`src/rtl/inst_fetch_unit.sv`:
```
// Instruction fetch front end: issues reads to a 1-cycle synchronous imem and
// buffers returned words in a small FIFO presented to decode as valid/stall.
module inst_fetch_unit #(
   parameter int unsigned        ADDR_W    = 32,
   parameter int unsigned        DATA_W    = 32,
   parameter logic [ADDR_W-1:0]  RESET_PC  = '0,
   parameter int unsigned        BUF_DEPTH = 2
) (
   input  logic              clk,
   input  logic              rst,
   output logic              o_imem_en,
   output logic [ADDR_W-1:0] o_imem_addr,
   input  logic [DATA_W-1:0] i_imem_rdata,
   input  logic              i_stall,
   input  logic              i_redirect,
   input  logic [ADDR_W-1:0] i_redirect_pc,
   output logic              o_inst_valid,
   output logic [DATA_W-1:0] o_inst,
   output logic [ADDR_W-1:0] o_inst_pc
);

   localparam int unsigned       PTR_W   = (BUF_DEPTH > 1) ? $clog2(BUF_DEPTH) : 1;
   localparam int unsigned       CNT_W   = $clog2(BUF_DEPTH + 1);
   localparam int unsigned       OCC_W   = CNT_W + 1;
   localparam logic [ADDR_W-1:0] PC_STEP = ADDR_W'(4);

   logic [ADDR_W-1:0] r_pc;
   logic              r_inflight;
   logic [ADDR_W-1:0] r_inflight_pc;
   logic [DATA_W-1:0] r_buf_inst [BUF_DEPTH];
   logic [ADDR_W-1:0] r_buf_pc   [BUF_DEPTH];
   logic [PTR_W-1:0]  r_rd_ptr;
   logic [PTR_W-1:0]  r_wr_ptr;
   logic [CNT_W-1:0]  r_count;

   logic              w_valid;
   logic              w_pop;
   logic              w_push;
   logic [OCC_W-1:0]  w_occ;
   logic              w_issue;
   logic [ADDR_W-1:0] w_fetch_addr;

   // Credit rule: never let buffered + in-flight words exceed the FIFO depth.
   assign w_valid      = (r_count != '0);
   assign w_pop        = w_valid & ~i_stall & ~i_redirect;
   assign w_push       = r_inflight & ~i_redirect;
   assign w_occ        = OCC_W'(r_count) + OCC_W'(r_inflight) - OCC_W'(w_pop);
   assign w_issue      = ~rst & (i_redirect | (w_occ < OCC_W'(BUF_DEPTH)));
   assign w_fetch_addr = i_redirect ? i_redirect_pc : r_pc;

   // Outputs are forced quiet during reset; an empty FIFO presents zeros.
   always_comb begin
      o_imem_en    = w_issue;
      o_imem_addr  = RESET_PC;
      o_inst_valid = 1'b0;
      o_inst       = '0;
      o_inst_pc    = '0;
      if (!rst) begin
         o_imem_addr  = w_fetch_addr;
         o_inst_valid = w_valid;
         if (w_valid) begin
            o_inst    = r_buf_inst[r_rd_ptr];
            o_inst_pc = r_buf_pc[r_rd_ptr];
         end
      end
   end

   // Control state: fetch PC, in-flight tracking and FIFO bookkeeping.
   always_ff @(posedge clk) begin
      if (rst) begin
         r_pc          <= RESET_PC;
         r_inflight    <= 1'b0;
         r_inflight_pc <= RESET_PC;
         r_rd_ptr      <= '0;
         r_wr_ptr      <= '0;
         r_count       <= '0;
      end else if (i_redirect) begin
         r_pc          <= i_redirect_pc + PC_STEP;
         r_inflight    <= 1'b1;
         r_inflight_pc <= i_redirect_pc;
         r_rd_ptr      <= '0;
         r_wr_ptr      <= '0;
         r_count       <= '0;
      end else begin
         r_rd_ptr <= r_rd_ptr + PTR_W'(w_pop);
         r_wr_ptr <= r_wr_ptr + PTR_W'(w_push);
         r_count  <= r_count + CNT_W'(w_push) - CNT_W'(w_pop);
         if (w_issue) begin
            r_pc          <= r_pc + PC_STEP;
            r_inflight    <= 1'b1;
            r_inflight_pc <= r_pc;
         end else begin
            r_inflight    <= 1'b0;
         end
      end
   end

   // FIFO storage needs no reset; it is only read while count is non-zero.
   always_ff @(posedge clk) begin
      if (!rst && w_push) begin
         r_buf_inst[r_wr_ptr] <= i_imem_rdata;
         r_buf_pc[r_wr_ptr]   <= r_inflight_pc;
      end
   end

endmodule

```
`config.mk`:
```
export PLATFORM = sky130hd
export DESIGN_NAME = inst_fetch_unit
export DESIGN_NICKNAME = d
export VERILOG_FILES = /design/src/rtl/inst_fetch_unit.sv
export SDC_FILE = /design/constraint.sdc
export NUM_CORES = 1
export LEC_CHECK = 0
export BUFFER_PORTS_ARGS = -buffer_cell sky130_fd_sc_hd__buf_2
export CORE_MARGIN = 1
export CORE_UTILIZATION = 60
export DETAILED_ROUTE_END_ITERATION = 12
export PLACE_DENSITY = 0.92
export SYNTH_ARGS = -nofsm -noshare
export SYNTH_HDL_FRONTEND = slang
export SYNTH_SLANG_ARGS = --single-unit
```
`constraint.sdc`:
```
create_clock -name clk -period 11.74 [get_ports clk]
set_input_delay 1.761 -clock clk [delete_from_list [all_inputs] [get_ports clk]]
set_output_delay 1.761 -clock clk [all_outputs]
set_load 0.03 [all_outputs]
```
=== After elaboration in Yosys (flattened, before gate mapping) ===
Memory sizes are Yosys's and may differ from the RTL's. A register that Yosys moved wholly into a read port is not among the register bits.
Index checks and enable logic that the tools add are counted.

* Register bits: 69
* Bits in writable memories: 128
* Output and inout bits: 98
* Word-level logic and storage cells: 47
* Memories kept: 2

{| class="wikitable"
|+ Memory list
! name !! words !! bits a word !! rd ports !! clocked after Yosys merged registers in !! wr ports !! line !! source
|-
| r_buf_inst || 2 || 32 || 1 || 1 || 1 || 30 || <nowiki>logic [DATA_W-1:0] r_buf_inst [BUF_DEPTH];</nowiki>
|-
| r_buf_pc || 2 || 32 || 1 || 1 || 1 || 31 || <nowiki>logic [ADDR_W-1:0] r_buf_pc [BUF_DEPTH];</nowiki>
|}

* Add/subtract/negate cells: 8
* Magnitude comparators: 1
* Multiplexer cells: 17
* Bitwise gates (word level): 8
* Reductions and logical operators: 5

{| class="wikitable"
|+ Operators by type and width
! operator !! number
|-
| $mux W32 || 10
|-
| $add A32 B3 Y32 const B || 2
|-
| $mux W1 || 7
|-
| $and A1 B1 Y1 || 4
|-
| $reduce_bool A2 Y1 || 2
|-
| $add A2 B1 Y3 || 1
|-
| $lt A3 B2 Y1 const B || 1
|-
| $not A1 Y1 || 3
|-
| $sub A3 B1 Y3 || 1
|-
| $add A1 B1 Y1 || 2
|-
| $add A2 B1 Y2 || 1
|-
| $reduce_or A2 Y1 || 1
|-
| $sub A2 B1 Y2 || 1
|-
| $logic_and A1 B1 Y1 || 1
|-
| $logic_not A1 Y1 || 1
|-
| $or A1 B1 Y1 || 1
|}

=== Logic depth before layout (Yosys ltp) ===
Gate-level depths: netlist (run 1).

* Word-level depth: 9
* Depth in mapped cells: 17
* Gate-level depth less buffers: 10

=== Least setup slack after synthesis (run 1) ===
OpenSTA, ideal clock, no wires.

* Kind: input-to-output
* Start point: in i_redirect
* End point: out o_imem_en
* Arrival: 4.569 ns
* Path slack: 5.410 ns
* Cell stages on the path: 11
* Buffers on the path: 5
* Cell sequence: buf_6 > buf_6 > buf_6 > buf_2 > buf_2 > or4_1 > a21boi_0 > fa_1 > nor2b_1 > nor2_1 > nor2_1

* Word-level cells in the longest chain between the ends: 6

{| class="wikitable"
|+ RTL lines
! item !! line !! source
|-
| start: declaration || 15 || <nowiki>input logic i_redirect,</nowiki>
|-
| $not A1 Y1 || 45 || <nowiki>assign w_pop = w_valid & ~i_stall & ~i_redirect;</nowiki>
|-
| $and A1 B1 Y1 || 45 ||
|-
| $sub A3 B1 Y3 || 47 || <nowiki>assign w_occ = OCC_W'(r_count) + OCC_W'(r_inflight) - OCC_W'(w_pop);</nowiki>
|-
| $lt A3 B2 Y1 || 48 || <nowiki>assign w_issue = ~rst & (i_redirect | (w_occ < OCC_W'(BUF_DEPTH)));</nowiki>
|-
| $or A1 B1 Y1 * || 48 ||
|-
| $and A1 B1 Y1 * || 48 ||
|-
| end: declaration || 11 || <nowiki>output logic o_imem_en,</nowiki>
|}

Every way passes the cells marked *; elsewhere a longest branch is shown, timed or not.

=== Worst setup path after layout (run 1) ===
Ends and elaborated chain as after synthesis.

==> summary.md, run 1 <==
| Metric | Value |
|---|---|
| Status | completed |
| Skew final | about 0.017 ns |
| Initial antenna violation count | 0 |
| # rows | 44 |
| Residual DRC | 0 |
| Post-CTS Setup Repair Bufs | 0 |
| Fmax | 163 MHz |
| Slew @ Worst Pin | 1.17 ns |
| DIE WIDTH | 124 microns |
| Minimum clock period | 6.13 ns |
| Largest net degree at the start of global routing | 85 |
| Synthesized flop and latch total | 197 |
| Detailed Route Iter0 Violations | 715 |
| Number of global-route vias before repair | about 5,700 |
| Synth top area cells | edfxtp_1, dfxtp_1, mux2i_1, nor2_1, a211oi_1 |
| Pwr Density | 147 mW/mm^2 |
| Cell breakdown of the critical path | buf_4 > or4_1 > fa_1 > xor2_1 > nor2b_1 > buf_4 > nor2_1 > nor2_1 > buf_2 |
| Top sig layer | met4 |
| Post-CTS Resized | 0 |
| Final Worst Setup Slack | 5.61 ns |
| Max cap viols | 0 |
| Initial Util | 0.613 |
| Post-detailed-routing wire length | 19.3 mm |
| Worst setup EP type | output pin |
| Most frequent cell after synthesis | nor2_1 |
| Worst-path clk slew | 0.07 ns |
| Dominant synthesized flop cell | edfxtp_1 |
| Total Power | about 0.0015 W |
| Die span in y | 124 microns |
| Grt total ovfl | 0 |
| Critical path endpoint | o_imem_en |
| Via Count | 6,440 |
| Worst slack at placement | roughly 5.6 ns |
| RSZ-0062 raised after global routing | no |
| Max incr delay on CP | 0.64 ns |
| Post-synthesis async set-or-reset flop share | 0 |
| Hold_buf cts | 0 |
| First-pass GRT wire length | 28.7 mm |
| DR WL met2 | 9.03 mm |
| Worst Setup SP | i_redirect |
| Slew Viols, Final | 0 |
| Yosys warnings | 0 |
| Share of the synthesized area in the top cell type | 0.431 |
| Crit Reg-Reg Startpoint | r_count[1] |
| Critical path class | in -> out |
| Mean post-synth cell area | 11.4 sq um |
| Synth-to-layout area growth | 17.3% |
| Cell Area, Synth | 0.00892 sq mm |
| Mapped Nets | 856 |
| TritonCTS Buffers | 17 |
| Final cycle utilization of the critical path | 0.522 |
| Wirelength per Cell | 17.2 microns |
| IO Pins | approximately 170 |
| Arrival time worst endpoint | 4.37 ns |
| Layout Nets | 998 |
| Placed wire-length estimate after detailed placement | 12.5 mm |
| CTS tree | built |
| CTS Sinks | 197 |
| Final hold violation count | 0 |
| Worst path required time | 9.98 ns |
| Number of buffers added on ports | ~170 |
| Cell accounting for the most synthesized area | edfxtp_1 |
| Post-synth EDFFs | 128 |
| Static leakage | 4.12 nW |
| Setup violators final | 0 |
| RD Place Congestion | 0.905 |
| GR Util All Layers | 0.251 |
| Max clock buf depth | 2 |
| Latest clock arrival within the worst-skew pair | 0.43 ns |
| Synth top cells by count | nor2_1, edfxtp_1, mux2i_1, dfxtp_1, nand2_1 |
| Peak supply drop | 0.101 mV |
| DRT antenna net count | 0 |
| Die ar. | 0.0154 sq mm |
| Buf/Inv on CP | 3 |
| Slew headroom | 0.221 |
| H-tree levels | 4 |
| Register area share after synthesis | 0.586 |
| Largest delay contributor family on the critical path | simple AND/OR/NAND/NOR gates |
| Placeable Area | 0.0145 sq mm |
| CP max FO | 62 |
| Post-Route Setup TNS | 0 ns |
| Finished Layout Cells | 1,124 |
| DRT Pass-1 Iters | 6 |
| DRT met1 WL | 8.56 mm |
| Worst hold slack | 0.450 ns |
| Ant diodes | 0 |
| Critical Path Stages | 9 |
| Placed cell count | 1,092 |
| Share of post-route cells with drive strength above 1 | 0.234 |
| Root buffer cell | clkbuf_16 |
| Min-Delay Path Class | reg -> reg |
| Slowest CP cell | or4_1 |
| Kind of start point of the critical path | input pin |
| Reg-to-reg slack, setup | 8.43 ns |
| R2R Path End | r_pc[30] |
| R2r worst-path depth | 10 |
| Cell count after synthesis | 785 |
| Metal3 WL | 1.48 mm |
| Yosys cell types | 49 |
| Avg Vias per Cell | 5.73 |
==> worst min path at each step <==
stage                 startpoint              end  slack [ns]  depth (start not counted)
3_5_place_dp   r_inflight_pc[12]  r_buf_pc[0][12]        0.44                          0
3_3_place_gp   r_inflight_pc[12]  r_buf_pc[0][12]        0.43                          0
5_1_grt        r_inflight_pc[12]  r_buf_pc[0][12]        0.47                          0
6_report       r_inflight_pc[12]  r_buf_pc[0][12]        0.45                          0
4_1_cts        r_inflight_pc[12]  r_buf_pc[0][12]        0.45                          0
2_1_floorplan   r_inflight_pc[0]   r_buf_pc[0][0]        0.42                          0
==> cell families (layout without fill, tap and decap cells) <==
| kind of cell | Yosys count | count (layout) | share of synthesized area |
|---|---|---|---|
| AND/OR/NAND/NOR | 284 | 284 | 0.146 |
| flip-flops | 197 | 197 | 0.586 |
| multiplexers | 102 | 102 | 0.115 |
| AO/OA/AOI/OAI | 95 | 95 | 0.0754 |
| buffers and inverters | 58 | 213 | 0.0279 |
| XOR/XNOR | 46 | 46 | 0.0452 |
| adder cells (fa/ha/maj) | 3 | 3 | 0.00505 |
==> worst reg2reg max path, cell delays in order (launching register included) <==
cell and delay [ns]:
dfxtp_1 0.45, inv_1 0.13, or4_1 0.57, a21boi_0 0.24, fa_1 0.47, nand2b_1 0.18, nand2b_1 0.31, buf_4 0.42
nand3_1 0.12, nor4_1 0.20, a311o_1 0.15
==> state kept, by name, summed over array words and instances (netlist names) <==
signal	count
r_inflight_pc	32
r_rd_ptr	1
r_inflight	1
r_buf_pc	64
r_count	2
r_pc	32
r_buf_inst	64
r_wr_ptr	1
==> cell usage in the layout, fill, tap and decap left out, drive strengths merged, types with 2 or more instances in the layout <==
cell type,n
nand3b,4
nor2b,2
edfxtp,128
ha,2
nand4b,4
mux2,2
mux2i,100
and2,11
a221oi,5
nand4,13
clkinvlp,3
and3,2
clkinv,2
a211oi,37
a21oi,18
a21boi,3
clkbuf,17
xor2,21
o22ai,2
nand2,46
nand3,21
nor4,5
nand2b,7
dfxtp,69
buf,173
bufinv,3
nor2,159
xnor2,25
o21ai,23
inv,15
nor3,5
==> layer usage <==
layer | track usage | up-vias
met5 | 0 | -
met4 | 0.0751 | 0
met3 | 0.0517 | 23
met2 | 0.401 | 293
met1 | 0.346 | 3022
li1 | - | 3102
==> power by group <==
| group | internal (W) | total (W) | switching, W |
|---|---|---|---|
| clock | 0.000341 | 0.000598 | 0.000258 |
| combinational | 0.0000514 | 0.000148 | 0.0000962 |
| sequential | 0.000766 | 0.000787 | 0.0000210 |
| total | 0.00116 | 0.00153 | 0.000375 |
==> stage by stage <==
step                instance area, sq um  utilization
CTS                                10500        0.719
global route                       10500        0.719
detailed placement                  9840        0.677
finish                             10500        0.719
floorplan                           8920            -
global placement                    9840        0.677
==> area by class of cell <==
class	count	area, sq um
Clock buffer	17	425
Fill cell	1000	4080
Inverter	8	30.0
Sequential cell	197	5230
Tap cell	184	230
Multi-Input combinational cell	530	3460
Timing Repair Buffer	173	888
Clock inverter	15	190
No activity file was read; power rests on OpenSTA's default activity.
==> run 2: changes to the inputs <==
--- a/config.mk
+++ b/config.mk
@@ -7,9 +7,9 @@
 export LEC_CHECK = 0
 export BUFFER_PORTS_ARGS = -buffer_cell sky130_fd_sc_hd__buf_2
 export CORE_MARGIN = 1
-export CORE_UTILIZATION = 60
+export CORE_UTILIZATION = 56
 export DETAILED_ROUTE_END_ITERATION = 12
-export PLACE_DENSITY = 0.92
+export PLACE_DENSITY = 0.87
 export SYNTH_ARGS = -nofsm -noshare
 export SYNTH_HDL_FRONTEND = slang
 export SYNTH_SLANG_ARGS = --single-unit
==> constraint.sdc (replaced) <==
create_clock -name clk -period 5.8 [get_ports clk]
set_input_delay 0.87 -clock clk [delete_from_list [all_inputs] [get_ports clk]]
set_output_delay 0.87 -clock clk [all_outputs]
set_load 0.03 [all_outputs]
==> run 2 against run 1 <==
Effect of this change: flip-flop and latch count unchanged; clock power increased by 86%; global-route usage decreased by 1.6 points; die area increased by 7.0%; clock skew decreased by 0.0045 ns; critical path depth increased by 1; wire length decreased by 1.0%; worst hold slack improved by 0.0024 ns; via count decreased by 0.56%; critical path type unchanged.
==> summary.md, run 2 (synthesis gave the netlist of run 1 again) <==
| Metric | Value |
|---|---|
| Status | completed (unchanged) |
| R2r worst-path depth | 11 (was 10) |
| IO Pins | 166 (unchanged) |
| Worst setup EP type | output pin (unchanged) |
| P_int | 0.00228 W (was 0.00116 W) |
| Kind of start point of the critical path | input pin (unchanged) |
| Finished Layout Cells | 1,152 (was 1,124) |
| Initial antenna violation count | 0 (unchanged) |
| H-tree levels | 4 (unchanged) |
| Most common cell after layout, fill and taps aside | buf_2 (unchanged) |
| CTS Sinks | 197 (unchanged) |
| R2R Path End | r_pc[30] (unchanged) |
| Crit Reg-Reg Startpoint | r_count[1] (unchanged) |
| DIE WIDTH | 128 microns (was 124 microns) |
| Setup violators final | 0 (unchanged) |
| Avg Vias per Cell | 5.56 (was 5.73) |
| Max clock buf depth | 2 (unchanged) |
| Peak supply drop | 0.217 mV (was 0.101 mV) |
| Initial Util | 0.580 (was 0.613) |
| GR Util All Layers | 0.235 (was 0.251) |
| Latest clock arrival within the worst-skew pair | 0.43 ns (about the same) |
| Post-CTS Resized | 0 (unchanged) |
| Post-Route Setup TNS | 0 ns (unchanged) |
| Final hold violation count | 0 (unchanged) |
| Worst-path clk slew | 0.06 ns (was 0.07 ns) |
| Skew final | 0.0124 ns (was 0.0169 ns) |
| Minimum clock period | 4.25 ns |
| Slew Viols, Final | 0 (unchanged) |
| RSZ-0062 raised after global routing | no (unchanged) |
| Share of post-route cells with drive strength above 1 | 0.231 (was 0.234) |
| Die ar. | 0.0164 sq mm (was 0.0154 sq mm) |
| Wirelength per Cell | 16.6 microns (was 17.2 microns) |
| Grt total ovfl | 0 (unchanged) |
| TritonCTS Buffers | 17 (unchanged) |
| Filler cells | 1,123 (was 1,000) |
| Sequential Power Share | 0.530 (was 0.514) |
| Static leakage | 4.10 nW (was 4.12 nW) |
| Placed wire-length estimate after detailed placement | 12.9 mm (was 12.5 mm) |
| Worst path required time | 4.93 ns (was 9.98 ns) |
| Fmax | approximately 240 MHz |
| Slew @ Worst Pin | 1.14 ns (was 1.17 ns) |
| Critical path endpoint | o_imem_en (unchanged) |
| First-pass GRT wire length | 29.7 mm (was 28.7 mm) |
| Clock network power share | 0.371 (was 0.390) |
| Synth-to-layout area growth | 17.3% (about the same) |
| Layout Nets | 999 (was 998) |
| Ant diodes | 0 (unchanged) |
| Fin util | 0.680 (was 0.719) |
| Detailed Route Iter0 Violations | 587 (was 715) |
| Max cap viols | 0 (unchanged) |
| Root buffer cell | clkbuf_16 (unchanged) |
| Placeable Area | 0.0154 sq mm (was 0.0145 sq mm) |
| Number of global-route vias before repair | 5,783 (was 5,736) |
| Die span in y | 128 microns (was 124 microns) |
| Pwr Density | 288 mW/mm^2 (was 147 mW/mm^2) |
| Number of buffers added on ports | 165 (unchanged) |
| Regs by FF count | r_buf_inst x64, r_buf_pc x64 (unchanged) |
| Critical path class | in -> out (unchanged) |
| RD Place Congestion | 0.895 (was 0.905) |
| DRT antenna net count | 0 (unchanged) |
| CP max FO | 37 (was 62) |
| Arrival time worst endpoint | 3.38 ns (was 4.37 ns) |
| # rows | 45 (was 44) |
| DRT Pass-1 Iters | 5 (was 6) |
| Slew headroom | 0.242 (was 0.221) |
| Worst Setup SP | i_redirect (unchanged) |
| Placed cell count | 1,120 (was 1,092) |
| Largest net degree at the start of global routing | 91 (was 85) |
| Commonest cells after routing, fill and taps aside | buf_2, nor2_1, edfxtp_1, mux2i_1, dfxtp_1 (unchanged) |
| Post-CTS Setup Repair Bufs | 0 (unchanged) |
| Switching share of power | 0.241 (was 0.244) |
| Residual DRC | 0 (unchanged) |
| Via Count | 6,404 (was 6,440) |
| Post-detailed-routing wire length | 19.1 mm (was 19.3 mm) |
| Switching Power | 0.000726 W (was 0.000375 W) |
| Share of power burned in combinational logic | 0.099 (was 0.096) |
| Final cycle utilization of the critical path | 0.732 |
| Reg-to-reg slack, setup | 2.23 ns (was 8.43 ns) |
| CTS tree | built (unchanged) |
| Hold_buf cts | 0 (unchanged) |
| Min-Delay Path Class | reg -> reg (unchanged) |
==> run 2: power groups by stage <==
stage / logic, W / registers [W] / clock network [W]
floorplan: 0.000207 / 0.00161 / 0
global placement: 0.000287 / 0.00162 / 0
detailed placement: 0.000294 / 0.00162 / 0
CTS: 0.000296 / 0.00159 / 0.00113
global route: 0.000324 / 0.00160 / 0.00118
finish: 0.000297 / 0.00160 / 0.00111
==> run 2: final cells by class <==
class	instances	area [sq um]	share of cell area
clock inverter	10	67.6	0.00646
sequential	197	5230	0.500
inverter	8	30.0	0.00287
multi-input combinational	530	3460	0.331
tap	211	264	0.0252
clock buffer	22	508	0.0486
timing repair buffer	174	896	0.0857
==> run 2: worst min path at each step <==
stage | start | endpoint | slack (ns) | depth (start not counted)
final | r_inflight_pc[21] | r_buf_pc[0][21] | 0.45 | 0
after global routing | r_inflight_pc[11] | r_buf_pc[0][11] | 0.47 | 0
after CTS | r_inflight_pc[21] | r_buf_pc[0][21] | 0.45 | 0
after detailed placement | r_inflight_pc[21] | r_buf_pc[0][21] | 0.44 | 0
after global placement | r_inflight_pc[12] | r_buf_pc[0][12] | 0.43 | 0
after floorplan | r_inflight_pc[0] | r_buf_pc[0][0] | 0.42 | 0
==> run 2: routing by layer <==
| metal | wire (microns) | track usage | share of wire | up-vias |
|---|---|---|---|---|
| li1 | - | - | - | 3100 |
| met1 | 8750 | 0.325 | 0.46 | 3026 |
| met3 | 1290 | 0.0484 | 0.068 | 27 |
| met5 | 0 | 0 | 0 | - |
| met4 | 308 | 0.0872 | 0.016 | 0 |
| met2 | 8760 | 0.367 | 0.46 | 251 |
==> run 2: through the flow <==
| step | cell area [sq um] | worst slack [ns] | hold slack, ns | power [W] |
|---|---|---|---|---|
| 2_1_floorplan | 8920 | 0.572 | 0.419 | 0.00182 |
| 6_report | 10500 | 1.55 | 0.453 | 0.00301 |
| 4_1_cts | 10500 | 1.59 | 0.455 | 0.00302 |
| 3_3_place_gp | 9880 | 1.64 | 0.426 | 0.00191 |
| 3_5_place_dp | 9880 | 1.63 | 0.439 | 0.00192 |
| 5_1_grt | 10500 | 1.40 | 0.473 | 0.00310 |
==> run 2: critical path, cell delays in order <==
cell      delay, ns
buf_4          0.22
or4_1          0.60
a21boi_0       0.24
fa_1           0.22
xor2_1         0.23
nor2b_1        0.20
buf_4          0.24
nor2_1         0.17
nor2_1         0.16
buf_2          0.21
